===== config.mk =====
export PLATFORM = sky130hd
export DESIGN_NAME = usb_uart_tx_arbiter
export DESIGN_NICKNAME = d
export VERILOG_FILES = /design/src/rtl/usb_uart_tx_arbiter.sv
export SDC_FILE = /design/constraint.sdc
export NUM_CORES = 1
export LEC_CHECK = 0
export ABC_AREA = 1
export BUFFER_PORTS_ARGS = -buffer_cell sky130_fd_sc_hd__buf_4
export CELL_PAD_IN_SITES_DETAIL_PLACEMENT = 0
export CELL_PAD_IN_SITES_GLOBAL_PLACEMENT = 1
export CORE_MARGIN = 3
export CORE_UTILIZATION = 26
export CTS_CLUSTER_SIZE = 10
export DETAILED_ROUTE_END_ITERATION = 12
export GPL_ROUTABILITY_DRIVEN = 1
export GPL_TIMING_DRIVEN = 0
export PLACE_DENSITY = 0.87
export SYNTH_ARGS = -nofsm -noshare
export SYNTH_HDL_FRONTEND = slang
export SYNTH_SLANG_ARGS = --single-unit

===== constraint.sdc =====
create_clock -name clk_48mhz -period 3 [get_ports clk_48mhz]
set_clock_uncertainty 0.05 [all_clocks]
set_input_delay 0.15 -clock clk_48mhz [delete_from_list [all_inputs] [get_ports clk_48mhz]]
set_output_delay 0.15 -clock clk_48mhz [all_outputs]
set_load 0.02 [all_outputs]

===== src/rtl/usb_uart_tx_arbiter.sv =====
// Round-robin, message-granular arbiter sharing the USB UART transmit stream between NUM_REQ byte sources.
// Optional stall release is enabled by defining USB_ARB_TIMEOUT_EN.
module usb_uart_tx_arbiter #(
  parameter int NUM_REQ        = 3,
  parameter int GRANT_W        = 3,
  parameter int TIMEOUT_CYCLES = 4800
) (
  input  logic                 clk_48mhz,
  input  logic                 reset,
  input  logic [NUM_REQ*8-1:0] req_data,
  input  logic [NUM_REQ-1:0]   req_valid,
  input  logic [NUM_REQ-1:0]   req_last,
  output logic [NUM_REQ-1:0]   req_ready,
  output logic [7:0]           uart_in_data,
  output logic                 uart_in_valid,
  input  logic                 uart_in_ready,
  output logic [NUM_REQ-1:0]   grant,
  output logic                 busy,
  output logic                 timeout
);

  typedef enum logic {
    IDLE,
    GRANT
  } state_t;

  state_t               state;
  state_t               state_nxt;
  logic [NUM_REQ-1:0]   grant_nxt;
  logic [GRANT_W-1:0]   owner;
  logic [GRANT_W-1:0]   owner_nxt;
  logic [GRANT_W-1:0]   last_idx;
  logic [GRANT_W-1:0]   last_idx_nxt;
  logic [GRANT_W-1:0]   pick;
  logic                 found;
  logic [7:0]           own_data;
  logic                 own_valid;
  logic                 own_last;
  logic                 xfer;
  logic                 stall_expire;

  if (((1 << GRANT_W) < NUM_REQ) || (NUM_REQ < 2) || (TIMEOUT_CYCLES < 1)) begin : g_bad_param
    $error("usb_uart_tx_arbiter: illegal parameter combination");
  end

  // Scan starts just after the previous owner and wraps modulo NUM_REQ.
  always_comb begin
    found = 1'b0;
    pick  = '0;
    for (int k = 1; k <= NUM_REQ; k++) begin
      for (int i = 0; i < NUM_REQ; i++) begin
        if (!found && req_valid[i] &&
            ((int'(last_idx) + k == i) || (int'(last_idx) + k == i + NUM_REQ))) begin
          found = 1'b1;
          pick  = GRANT_W'(i);
        end
      end
    end
  end

  always_comb begin
    own_data  = '0;
    own_valid = 1'b0;
    own_last  = 1'b0;
    for (int i = 0; i < NUM_REQ; i++) begin
      if (owner == GRANT_W'(i)) begin
        own_data  = req_data[8*i +: 8];
        own_valid = req_valid[i];
        own_last  = req_last[i];
      end
    end
  end

  assign busy          = (state == GRANT);
  assign uart_in_valid = busy & own_valid;
  assign uart_in_data  = busy ? own_data : 8'h00;
  assign xfer          = uart_in_valid & uart_in_ready;
  assign req_ready     = xfer ? grant : '0;

  always_comb begin
    state_nxt    = state;
    grant_nxt    = grant;
    owner_nxt    = owner;
    last_idx_nxt = last_idx;
    case (state)
      IDLE: begin
        if (found) begin
          state_nxt = GRANT;
          owner_nxt = pick;
          for (int i = 0; i < NUM_REQ; i++) begin
            grant_nxt[i] = (pick == GRANT_W'(i));
          end
        end
      end
      GRANT: begin
        if ((xfer && own_last) || stall_expire) begin
          state_nxt    = IDLE;
          grant_nxt    = '0;
          last_idx_nxt = owner;
        end
      end
    endcase
  end

  always_ff @(posedge clk_48mhz) begin
    if (reset) begin
      state    <= IDLE;
      grant    <= '0;
      owner    <= '0;
      last_idx <= GRANT_W'(NUM_REQ - 1);
    end else begin
      state    <= state_nxt;
      grant    <= grant_nxt;
      owner    <= owner_nxt;
      last_idx <= last_idx_nxt;
    end
  end

`ifdef USB_ARB_TIMEOUT_EN
  localparam int STALL_W = $clog2(TIMEOUT_CYCLES + 1);

  logic [STALL_W-1:0] stall_cnt;

  // Counter is held at zero outside GRANT, so each new grant starts a fresh window.
  assign stall_expire = busy && !xfer && (stall_cnt == STALL_W'(TIMEOUT_CYCLES - 1));

  always_ff @(posedge clk_48mhz) begin
    if (reset || !busy || xfer) begin
      stall_cnt <= '0;
    end else begin
      stall_cnt <= stall_cnt + 1'b1;
    end
  end

  always_ff @(posedge clk_48mhz) begin
    if (reset) begin
      timeout <= 1'b0;
    end else begin
      timeout <= stall_expire;
    end
  end
`else
  assign stall_expire = 1'b0;
  assign timeout      = 1'b0;
`endif

endmodule


==> out/qor.txt <==
Post-CTS setup buffers - 0
CTS sink cnt - 8
VDD IR max - 243 uV
Site Rows - 19
XOR/XNOR Fraction of Synth Area - 0%
Die span in y - 62.7 um
Initial antenna violation count - 0
Dpl ws - 1.21 ns
DIE AREA - 0.00394 sq mm
Port bufs - 48
Root buf cell - clkbuf_4
Fin Setup TNS - 0 ns
Run status - completed
Startpoint types - flop
Via count - 1013
Total CTS buffers - 3
Synth Net Count - 188
Drt total wl - 2410 um
CTS tree - yes
Post-cts resize count - 0
Pleak - 0.000756 uW
Gate Count Post-Synth - 152
CTS hold repair buffers - 0
Min Hold Slack - 0.0362 ns
Fmax - 532 MHz
Simple-gate portion of the synthesized area - 50.7%
Crit path DAT - 1.68 ns
Worst Hold Class - input port to flop
Routed len/inst - 9.82 um
Unique masters post-synth - 23
Met1 WL - 1200 um
First-pass GRT wire length - 4130 um
# DRC - 0
Mux cell area share after synthesis - 0%
Setup violators final - 0
Post-Synth Adder-Cell Area - 4.48%
Post-synth top area share - 25.6%
Post-synthesis sequential area ratio - 19.1%
RSZ-0062 raised after global routing - false
CP endpoint kind - output port
Final Max Tran Viols - 0
Crit-path max FO - 10
Worst Path Required - 2.80 ns
Via density - 4.13
Hold Vio Cnt, Final - 0
Core Area - 0.00290 sq mm
Top routing layer used - met4
# diodes - 0
PD cells - 343 mW/mm^2
Met3 wire length - 179 um
Synthesized area - 837 sq um
RePlAce Congestion - 0.753
Starting density of the core - 28.9%
Vias in the first global route - 924
Hpwl dp - 1900 um
Synthesized area per cell - 5.51 sq um
Largest net degree at the start of global routing - 11
Synth Area in Compound Gates - 11.2%
Clock slew at reported path FFs - 0.06 ns
CP Class - flop to output port
# IOs - 50
Layout cell share with drive strength beyond 1 - 32.5%
ANT nets after route - 0
Maximum clock path buffer count - 2
Top cells by area, synth - nand2_1 (26%), dfxtp_1 (19%), inv_1 (11%)
Die X - 62.7 um
Min cycle time layout - 1.88 ns
Layout Area Growth over Synthesis - 52.0%
Warning count from the yosys run - 0
Detailed router's first-iteration violation count - 26
H-tree depth - 1
GRT Total Usage - 12.6%
Grt total ovfl - 0
FF+latch count, synth - 8
Worst skew pair latency - 0.26 ns
Post-synth top area cell - nand2_1
Largest family of logic cells by synthesized area - simple AND/OR/NAND/NOR gates
Final-stage net count - 241
Max-capacitance violation count - 0
Period Utilization, post-route - 62.6%
Pre-Repair DR Iteration Count - 4
WL met2 - 1010 um
Fin worst setup slack - 1.12 ns
worst paths after layout:
kind | cells past startpoint | slack [ns] | startpoint | to
worst max-delay path | 7 | 1.12 | owner[1] | req_ready[1]
worst min-delay path | 2 | 0.04 | reset | owner[0]
worst max register to register | 12 | 1.16 | last_idx[1] | grant[1]
worst min register to register | 2 | 0.47 | grant[2] | grant[2]
kinds of logic after synthesis:
logic type,Yosys count
adder cells (fa/ha/maj),3
AO/OA/AOI/OAI,16
buffers and inverters,30
AND/OR/NAND/NOR,94
flip-flops,8
other,1
cells in the mapped netlist:
library cell and n:
a21oi_1 7, a21oi_2 1, buf_1 1, buf_4 1
clkinv_2 1, conb_1 1, dfxtp_1 8, ha_1 3
inv_1 25, inv_2 2, nand2_1 57, nand2_2 2
nand3_1 17, nand3_2 1, nand3_4 1, nand4_1 1
nor2_1 10, nor2_2 3, nor2_4 2, o211ai_2 1
o21a_1 1, o21ai_0 3, o21ai_1 3
flip-flops by register name (all words and copies together) (netlist names):
| name | cells |
|---|---|
| grant | 3 |
| last_idx | 2 |
| owner | 2 |
| busy | 1 |
through the flow:
step	power (uW)	instances	util, %	cell area [sq um]
after global placement	353	242	43.1	1250
after CTS	440	245	43.9	1270
after global routing	471	245	43.9	1270
after detailed placement	354	242	43.1	1250
final	436	245	43.9	1270
after floorplan	264	152	-	837
power by group:
group | internal [uW] | total [uW] | switching (uW)
registers | 117 | 126 | 9.87
clock network | 46.0 | 86.4 | 40.4
logic | 97.2 | 224 | 126
layout by cell type, fill, tap and decap left out, drive strengths merged:
cell type   n
a21oi       8
buf        50
clkbuf      3
clkinv      1
conb        1
dfxtp       8
ha          3
inv        27
nand2      59
nand3      19
nand4       1
nor2       15
o211ai      1
o21a        1
o21ai       6
layer usage:
metal / global-route usage [%] / up-vias
met1: 18.1 / 401
met4: 3.31 / 0
li1: - / 568
met2: 19.2 / 41
met5: 0 / -
met3: 2.16 / 3
critical path, stage by stage (launching register included):
cell and delay (ns):
dfxtp_1 0.43, inv_2 0.08, nor2_4 0.24, nand2_2 0.08, o211ai_2 0.08, nand3_1 0.20
nor2_1 0.16, buf_4 0.15
cell type report:
cell class / instances / area, sq um
multi-input cells: 114 / 559
inverters: 28 / 106
well taps: 42 / 52.6
repair buffers: 48 / 360
plain buffers: 2 / 11.3
flip-flops and latches: 8 / 160
clock buffers: 3 / 22.5
fillers: 332 / 1630
Note: power is estimated with default switching activity, not from simulation.
